$ cat src/rtl/grid_color_writer_pkg.sv
// grid_color_writer_pkg
//   Definitions shared by the grid colour writer and the VGA reader of the
//   same frame buffer: buffer geometry, colour word layout, writer FSM state
//   encoding, colour constants and the row/col -> buffer address mapping.
package grid_color_writer_pkg;

   // 4x4 grid -> 16 cells -> 4 address bits; RGB 1-1-1 colour word
   localparam int GCW_AW = 4;
   localparam int GCW_DW = 3;

   // Colour constants (bit2 R, bit1 G, bit0 B)
   localparam logic [GCW_DW-1:0] BLACK = 3'b000;
   localparam logic [GCW_DW-1:0] RED   = 3'b100;
   localparam logic [GCW_DW-1:0] GREEN = 3'b010;
   localparam logic [GCW_DW-1:0] BLUE  = 3'b001;

   // Writer state encoding
   typedef enum logic [1:0] {
      ST_IDLE  = 2'd0,
      ST_PAINT = 2'd1,
      ST_CLEAR = 2'd2
   } state_e;

   // Button slots in the debouncer bank
   localparam int BTN_UP    = 0;
   localparam int BTN_DOWN  = 1;
   localparam int BTN_LEFT  = 2;
   localparam int BTN_RIGHT = 3;
   localparam int BTN_PAINT = 4;
   localparam int BTN_CLEAR = 5;
   localparam int BTN_N     = 6;

   // Buffer address of a cell: (3-col)*4 + (3-row). For a 2-bit field,
   // 3-x is just the bitwise complement, so the address is {~col, ~row}.
   function automatic logic [GCW_AW-1:0] cell_addr(input logic [1:0] row,
                                                   input logic [1:0] col);
      return {~col, ~row};
   endfunction

endpackage

$ cat src/rtl/btn_debounce.sv
// btn_debounce
//   One raw push-button to a single-cycle rising-edge pulse.
//   2-flop synchroniser, then a counter that only adopts a new stable level
//   after DB_CYCLES consecutive synchronised samples that differ from the
//   current stable level. A pulse is emitted in the cycle the stable level
//   goes 0 -> 1, so a press yields one pulse regardless of hold time.
//   Ports:
//     clk, rst  : clock, synchronous active-high reset
//     btn_i     : raw asynchronous button, active-high
//     rise_o    : one-cycle pulse on the debounced rising edge
module btn_debounce #(
   parameter int DB_CYCLES = 250000
) (
   input  logic clk,
   input  logic rst,
   input  logic btn_i,
   output logic rise_o
);

   localparam int CW = (DB_CYCLES < 2) ? 1 : $clog2(DB_CYCLES);

   logic [1:0]    sync_q;
   logic          stable_q;
   logic [CW-1:0] cnt_q;
   logic          rise_q;

   always_ff @(posedge clk) begin
      if (rst) begin
         sync_q   <= '0;
         stable_q <= 1'b0;
         cnt_q    <= '0;
         rise_q   <= 1'b0;
      end else begin
         sync_q <= {sync_q[0], btn_i};
         rise_q <= 1'b0;
         // Any sample equal to the stable level restarts the count
         if (sync_q[1] != stable_q) begin
            if (cnt_q == CW'(DB_CYCLES - 1)) begin
               stable_q <= sync_q[1];
               cnt_q    <= '0;
               rise_q   <= sync_q[1];
            end else begin
               cnt_q <= cnt_q + 1'b1;
            end
         end else begin
            cnt_q <= '0;
         end
      end
   end

   assign rise_o = rise_q;

endmodule

$ cat src/rtl/grid_color_writer.sv
// grid_color_writer
//   Button-driven painter for a 4x4 grid frame buffer. Six debounced buttons
//   move a cursor (with wrap-around), paint the selected colour at the
//   cursor, or sweep colour 0 over every cell. Outputs drive the write port
//   of the shared dual-port buffer RAM directly.
//   Ports:
//     clk, rst                 : 25 MHz clock, synchronous active-high reset
//     btn_up/down/left/right   : raw cursor-move buttons
//     btn_paint                : raw paint request
//     btn_clear                : raw clear-all request
//     color_sel [DW]           : colour written by a paint
//     wr_addr [AW], wr_data [DW], wr_en : buffer write port
//     cursor [AW]              : buffer address of the cell under the cursor
//     busy                     : clear sweep in progress
module grid_color_writer
   import grid_color_writer_pkg::*;
#(
   parameter int AW        = GCW_AW,
   parameter int DW        = GCW_DW,
   parameter int DB_CYCLES = 250000
) (
   input  logic          clk,
   input  logic          rst,
   input  logic          btn_up,
   input  logic          btn_down,
   input  logic          btn_left,
   input  logic          btn_right,
   input  logic          btn_paint,
   input  logic          btn_clear,
   input  logic [DW-1:0] color_sel,
   output logic [AW-1:0] wr_addr,
   output logic [DW-1:0] wr_data,
   output logic          wr_en,
   output logic [AW-1:0] cursor,
   output logic          busy
);

   logic [BTN_N-1:0] raw;
   logic [BTN_N-1:0] rise;

   assign raw = {btn_clear, btn_paint, btn_right, btn_left, btn_down, btn_up};

   for (genvar g = 0; g < BTN_N; g++) begin : g_db
      btn_debounce #(.DB_CYCLES(DB_CYCLES)) u_db (
         .clk    (clk),
         .rst    (rst),
         .btn_i  (raw[g]),
         .rise_o (rise[g])
      );
   end

   state_e        state_q, state_d;
   logic [1:0]    row_q, row_d, col_q, col_d;
   logic [AW-1:0] clr_q, clr_d;
   logic [AW-1:0] wr_addr_q, wr_addr_d;
   logic [DW-1:0] wr_data_q, wr_data_d;
   logic          wr_en_q, wr_en_d;
   logic          move_en;
   logic [AW-1:0] cursor_w;

   assign cursor_w = AW'(cell_addr(row_q, col_q));

   // State, cursor and write-port registers
   always_ff @(posedge clk) begin
      if (rst) begin
         state_q   <= ST_IDLE;
         row_q     <= 2'd0;
         col_q     <= 2'd0;
         clr_q     <= '0;
         wr_addr_q <= '0;
         wr_data_q <= '0;
         wr_en_q   <= 1'b0;
      end else begin
         state_q   <= state_d;
         row_q     <= row_d;
         col_q     <= col_d;
         clr_q     <= clr_d;
         wr_addr_q <= wr_addr_d;
         wr_data_q <= wr_data_d;
         wr_en_q   <= wr_en_d;
      end
   end

   // Next state: clear beats paint beats moves; in CLEAR every edge is dropped
   always_comb begin
      state_d = state_q;
      clr_d   = clr_q;
      move_en = 1'b0;
      case (state_q)
         ST_IDLE: begin
            if (rise[BTN_CLEAR]) begin
               state_d = ST_CLEAR;
               clr_d   = '0;
            end else if (rise[BTN_PAINT]) begin
               state_d = ST_PAINT;
            end else begin
               move_en = 1'b1;
            end
         end
         ST_PAINT: begin
            // Moves landing in the write cycle still apply, after the write
            state_d = ST_IDLE;
            move_en = 1'b1;
         end
         ST_CLEAR: begin
            if (clr_q == {AW{1'b1}}) state_d = ST_IDLE;
            else                     clr_d   = clr_q + 1'b1;
         end
         default: state_d = ST_IDLE;
      endcase

      // Opposing moves cancel; moves on both axes all apply
      row_d = row_q;
      col_d = col_q;
      if (move_en) begin
         row_d = row_q - {1'b0, rise[BTN_UP]}   + {1'b0, rise[BTN_DOWN]};
         col_d = col_q - {1'b0, rise[BTN_LEFT]} + {1'b0, rise[BTN_RIGHT]};
      end
   end

   // Write port is registered from the next state so PAINT/CLEAR cycles
   // carry wr_en, while address/data hold their last value otherwise.
   always_comb begin
      wr_en_d   = 1'b0;
      wr_addr_d = wr_addr_q;
      wr_data_d = wr_data_q;
      case (state_d)
         ST_PAINT: begin
            wr_en_d   = 1'b1;
            wr_addr_d = cursor_w;
            wr_data_d = color_sel;
         end
         ST_CLEAR: begin
            wr_en_d   = 1'b1;
            wr_addr_d = clr_d;
            wr_data_d = DW'(BLACK);
         end
         default: ;
      endcase
   end

   assign wr_addr = wr_addr_q;
   assign wr_data = wr_data_q;
   assign wr_en   = wr_en_q;
   assign cursor  = cursor_w;
   assign busy    = (state_q == ST_CLEAR);

endmodule

$ cat config.mk
export PLATFORM = sky130hd
export DESIGN_NAME = grid_color_writer
export DESIGN_NICKNAME = d
export VERILOG_FILES = /design/src/rtl/grid_color_writer_pkg.sv /design/src/rtl/btn_debounce.sv /design/src/rtl/grid_color_writer.sv
export SDC_FILE = /design/constraint.sdc
export NUM_CORES = 1
export LEC_CHECK = 0
export CELL_PAD_IN_SITES_DETAIL_PLACEMENT = 0
export CELL_PAD_IN_SITES_GLOBAL_PLACEMENT = 1
export CORE_MARGIN = 8
export CORE_UTILIZATION = 34
export CTS_BUF_LIST = sky130_fd_sc_hd__clkbuf_2
export CTS_CLUSTER_SIZE = 30
export DETAILED_ROUTE_END_ITERATION = 10
export GPL_TIMING_DRIVEN = 0
export PLACE_DENSITY = 0.65
export SLEW_MARGIN = 20
export SYNTH_ARGS = -nofsm -noshare
export SYNTH_HDL_FRONTEND = slang
export SYNTH_HIERARCHICAL = 1
export SYNTH_SLANG_ARGS = --single-unit
$ cat constraint.sdc
create_clock -name clk -period 5.5 [get_ports clk]
set_input_delay 0.55 -clock clk [delete_from_list [all_inputs] [get_ports clk]]
set_output_delay 0.55 -clock clk [all_outputs]
set_load 0.01 [all_outputs]
; After elaboration in Yosys (flattened, before gate mapping)
; Index checks and enable logic that the tools add are counted.
; Widths: inputs -> output; s select.
[classes]
n_addsub = 11
eq_ne = 17
n_mux = 13
bitwise_logic = 14
n_reduce_logical = 21
[op_table]
columns = operator, n
row1 = $add 18x1->18 const B, 6
row2 = $eq 18x18->1 const B, 6
row3 = $reduce_or 3->1, 12
row4 = $pmux 4 s2, 2
row5 = $not 1->1, 12
row6 = $reduce_and 2->1, 6
row7 = $mux 4, 2
row8 = $mux 2, 3
row9 = $ne 1x1->1, 6
row10 = $pmux 3 s2, 1
row11 = $add 2x1->2, 2
row12 = $add 4x1->4 const B, 1
row13 = $eq 2x1->1 const B, 2
row14 = $eq 2x2->1 const B, 2
row15 = $eq 4x4->1 const B, 1
row16 = $not 2->2, 2
row17 = $pmux 2 s2, 1
row18 = $sub 2x1->2, 2
row19 = $mux 1, 3
row20 = $logic_not 2->1, 1
row21 = $pmux 1 s2, 1
row22 = $reduce_bool 2->1, 1
row23 = $reduce_or 2->1, 1
[word_totals]
ff_bits = 150
wordCells = 107

; Depth between registers and ports, before layout
[depth]
word_depth = 6
ltp_mapped = 9
depth_no_buf = 9

; Hierarchy
; Netlist, hierarchy kept.
[by_module_without_submodules]
columns = module, n_inst, cells_per_inst, area_per_inst_um2
row1 = btn_debounce, 6, 106, 965.9
row2 = grid_color_writer, 1, 100, 880.8

; Worst setup path after synthesis
; No wires, ideal clock.
[synth_path]
kind = register to register
start = register clr_q[0]
end = register wr_addr_q[3] (netlist: wr_addr[3])
arrival_ps = 1720
required_time_ps = 5384
setup_slack_ps = 3665
stages_incl_launch_ff = 10
n_path_buf = 1
period_less_slack_ps = 1835
cell_sequence = dfxtp_1 -> ha_1 -> nand4_4 -> o211ai_2 -> inv_1 -> ha_1 -> buf_2 -> a21oi_1 -> nor2_1 -> a31o_1
[synth_between]
elab_chain_cells = 5
elab_cells_between_ends = 10
classes_between = 1 x add/sub / 3 x eq/ne / 5 x mux / 1 x reduce/logical
[synth_lines]
columns = element, line
row1 = "start, declared", grid_color_writer.sv:54  ; logic [AW-1:0] clr_q, clr_d;
row2 = "start signal, assigned", grid_color_writer.sv:77  ; clr_q <= clr_d;
row3 = $eq 4x4->1 *, grid_color_writer.sv:106  ; if (clr_q == {AW{1'b1}}) state_d = ST_IDLE;
row4 = $mux 2 *, grid_color_writer.sv:106
row5 = $pmux 2 s2 *, grid_color_writer.sv:89  ; case (state_q)
row6 = named net state_d[1], grid_color_writer.sv:52  ; state_e state_q, state_d;
row7 = $eq 2x2->1 or $eq 2x1->1 (tied branches), grid_color_writer.sv:127  ; case (state_d)
row8 = $pmux 4 s2 or $reduce_bool 2->1 (tied branches), n/a
row9 = "end signal, assigned", grid_color_writer.sv:78  ; wr_addr_q <= wr_addr_d;
row10 = "end, declared", grid_color_writer.sv:55  ; logic [AW-1:0] wr_addr_q, wr_addr_d;
; Mark *: on every way through the listed nets, which the timed path passes. The rest lies on a longest branch.
; A chain may end at the register's enable or synchronous reset.

; Worst setup path in the final report
[layout_path]
start = register state_q[1]
end = output port busy
[layout_between]
elab_chain_cells = 1
[layout_lines]
columns = element, line
row1 = "start, declared", grid_color_writer.sv:52
row2 = "start signal, assigned", grid_color_writer.sv:74  ; state_q <= state_d;
row3 = $eq 2x2->1, grid_color_writer.sv:146  ; assign busy = (state_q == ST_CLEAR);
row4 = "end, declared", grid_color_writer.sv:35  ; output logic busy
; Every way passes these cells.

==> results.md <==
- Result of the run: completed
- Ports: 24
- Maximum fanout along the worst path: 10
- TritonCTS buffer count: 17
- Num Clock Sinks: 150
- Core area: 19400 um2
- Antenna violations before repair: 1
- Initial Util: 0.344
- Residual DRC count: 0
- Critical path class: flip-flop to output pin
- Met3 WL post-DR: 580 um
- Clk buf depth: 2
- Filler instances: 2005
- Area after DPL: 7230 um2
- Flop pwr share: 0.664
- Post-DP HPWL: 9650 um
- Flops & latches, synth: 150
- Clock root cell: clkbuf_2
- Worst VDD drop: 127 uV
- Global-route wire length before repair: 23800 um
- Setup-failing EPs final: 0
- Worst Setup Start Kind: flip-flop
- Max layer used: met4
- Hold Crit Depth: 2
- Pwr/cell area: 223 nW/um2
- Area Growth Syn to Fin: 11.2%
- GRT Residual Overflow: 0
- Int Pwr: 1.26 mW
- NetSw: 397 uW
- Die ar.: 24400 um2
- Post-CTS Hold Buffers: 0
- Final GP Congestion: 0.780
- Pin count of the biggest net entering global routing: 32
- Post-Syn Nets: 760
- Cells after DPL: 1024
- Yosys warnings: 6
- DR pass1 iterations: 5
- Hold Path Origin: rst
- Area leader, netlist: dfxtp_1
- Critical Path AT: 1.99 ns
- Initial DRC count: 211
- Top cells by area, synth: dfxtp_1 45%, xnor2_1 12%, nor2_1 7.3%
- HP Class: primary input to flip-flop
- Pre-CTS setup slack: 3.34 ns
- Post-CTS Resized: 0
- Synthesized cell area: 6680 um2
- Overall Power: 1.65 mW
- Met2 WL post-DR: 6060 um
- Post-synthesis cell count: 736
- Max_slew headroom: 0.597
- Met1 Wirelength: 6910 um
- Leak Pwr: 2.23 nW
- # rows: 51
- Routed len/inst: 12.9 um
- Share of layout cells above drive strength 1: 0.0784
- Tcrit/Tclk final: 0.462
- Overall Global Routing Usage: 0.120
- Worst Hold Path EP: g_db[5].u_db/sync_q[1]
- Drt total wl: 13700 um
- Fin crit period: 2.54 ns
- Logic pwr share: 0.017
- Worst Reg2Reg Path Length in Cells: 9
- TritonCTS clock tree: yes
- Post-route design area: 7420 um2
- Max_cap viols: 0
- Synth top area share: 0.450
- CP Data Required Time: 4.95 ns
- F_max: 394 MHz
- Worst reg2reg path endpoint: wr_addr[1]
- Post-synthesis sequential area ratio: 0.450
- Fin util: 0.383
- RSZ-0062 raised after global routing: false
- Min Hold Slack: 0.364 ns
- Final Skew: 0.0198 ns
- Routed Antenna Nets: 0
- Post-route setup slack: 2.96 ns
- Vias per inst: 4.89
- Die span in y: 156 um
- Number of global-route vias before repair: 5067
- Vias: 5171
- Die Width: 156 um
- Worst-path clk slew: 0.19 ns
- Post-CTS setup buffers: 0
- H-tree Lvls: 4
- Switching share of power: 0.240
- Layout net count: 802
- Clock network power share: 0.319
- PortBufs: 23
- Count of cell types in the netlist: 41
- Post-Syn Area per Cell: 9.07 um2
- Setup TNS: 0 ns
- Finished Layout Cells: 1058
- Skew-Pair Late Insertion Delay: 0.67 ns
- Hold Vio Cnt, Final: 0
- Worst slew pin tran: 0.604 ns
- Worst R2R Setup Slack: 3.40 ns
- Worst r2r src: clr_q[0]
- Critical Path Sink Type: output pin
- Final-report max-slew violation count: 0
==> Yosys cell counts <==
cell      instances
buf_4             6
nand4_2           6
or3_1            12
xor2_1            6
buf_2             1
nand4b_1          1
and2b_4           1
nor3_1           29
o31ai_1           6
buf_6             1
a22o_1            1
o22ai_1           2
nor3b_1           7
a31o_1            1
a21oi_1          19
o21ai_1           1
a31oi_1           1
o21ai_0           9
nor4b_1          12
nand4_1          30
or4_1             6
dfxtp_1         150
xnor2_1          95
o211ai_2          1
nand2_2           6
inv_1            34
a21o_1            1
nor2_1          129
ha_1             13
and2_1            7
nand4_4           7
and3_1            6
o21ba_1           1
nand3_1          33
clkbuf_1          8
nand2_1          15
mux2i_1           1
a22oi_1           3
o21ai_2           6
nor2b_1          19
nor4_1           43
==> kinds of logic (layout without fill, tap and decap cells) <==
logic type                 after synthesis  after routing  synth area share
xor gates and xnor gates               101            101             0.132
and+or+nand+nor                        369            369             0.309
AOI/OAI and AO/OA                       52             52            0.0497
adders and majority gates               13             13            0.0244
muxes                                    1              1           0.00150
DFF                                    150            150             0.450
other                                    0              2                 0
buffers and inverters                   50            105            0.0328
==> power by group through the flow <==
stage / combinational [mW] / sequential, mW / clock (mW)
3_5_place_dp: 0.0293 / 1.12 / 0
3_3_place_gp: 0.0295 / 1.12 / 0
4_1_cts: 0.0294 / 1.10 / 0.564
2_1_floorplan: 0.0145 / 1.12 / 0
5_1_grt: 0.0324 / 1.10 / 0.616
6_report: 0.0288 / 1.10 / 0.528
==> cells in the final DEF (no fill, tap or decap), types with 2 or more instances in the layout <==
cell type and instances:
a21oi_1 19, a22oi_1 3, and2_1 7, and3_1 6, buf_2 2, buf_4 6, clkbuf_1 8, clkbuf_2 18
clkdlybuf4s50_1 22, clkinv_1 6, clkinv_2 5, clkinvlp_4 2, dfxtp_1 150, diode_2 2, ha_1 13, inv_1 34
nand2_1 15, nand2_2 6, nand3_1 33, nand4_1 30, nand4_2 6, nand4_4 7, nor2_1 129, nor2b_1 19
nor3_1 29, nor3b_1 7, nor4_1 43, nor4b_1 12, o21ai_0 9, o21ai_2 6, o22ai_1 2, o31ai_1 6
or3_1 12, or4_1 6, xnor2_1 95, xor2_1 6
==> routing by layer <==
layer	track usage	vias up
met5	0	-
met4	0.0375	0
met3	0.0407	7
met2	0.185	68
met1	0.154	2431
li1	-	2665
==> worst max path at each step <==
stage                     startpoint         end  slack, ns  depth (start not counted)
after floorplan             clr_q[0]  wr_addr[3]       3.66                          9
after global placement           rst    clr_q[2]       2.54                          4
after detailed placement         rst    clr_q[2]       3.34                          4
after CTS                 state_q[1]        busy       2.84                          3
after global routing      state_q[1]        busy       2.73                          3
final                     state_q[1]        busy       2.96                          3
==> sequential cells by signal, summed over array words and instances, names as in the netlist, 2 cells and up <==
signal              cells
wr_data                 3
row_q                   2
clr_q                   4
wr_addr                 4
col_q                   2
g_db.u_db/rise_o        6
g_db.u_db/sync_q       12
g_db.u_db/stable_q      6
g_db.u_db/cnt_q       108
state_q                 2
==> area by class of cell <==
type                       instances  area (um2)  area share
multi-input combinational        536        3450       0.466
sequential                       150        3000       0.405
tap                              265         332      0.0447
timing repair buffer              23         225      0.0303
inverter                          34         128      0.0172
clock inverter                    14        92.6      0.0125
buffer                            16        91.3      0.0123
clock buffer                      18        90.1      0.0121
antenna                            2        5.00    0.000674
==> critical path, stage by stage, from the launching register on <==
cell and delay [ns]:
dfxtp_1 0.40, buf_6 0.16, and2b_4 0.18, clkdlybuf4s50_1 0.58
Note: power is estimated with default switching activity, not from simulation.
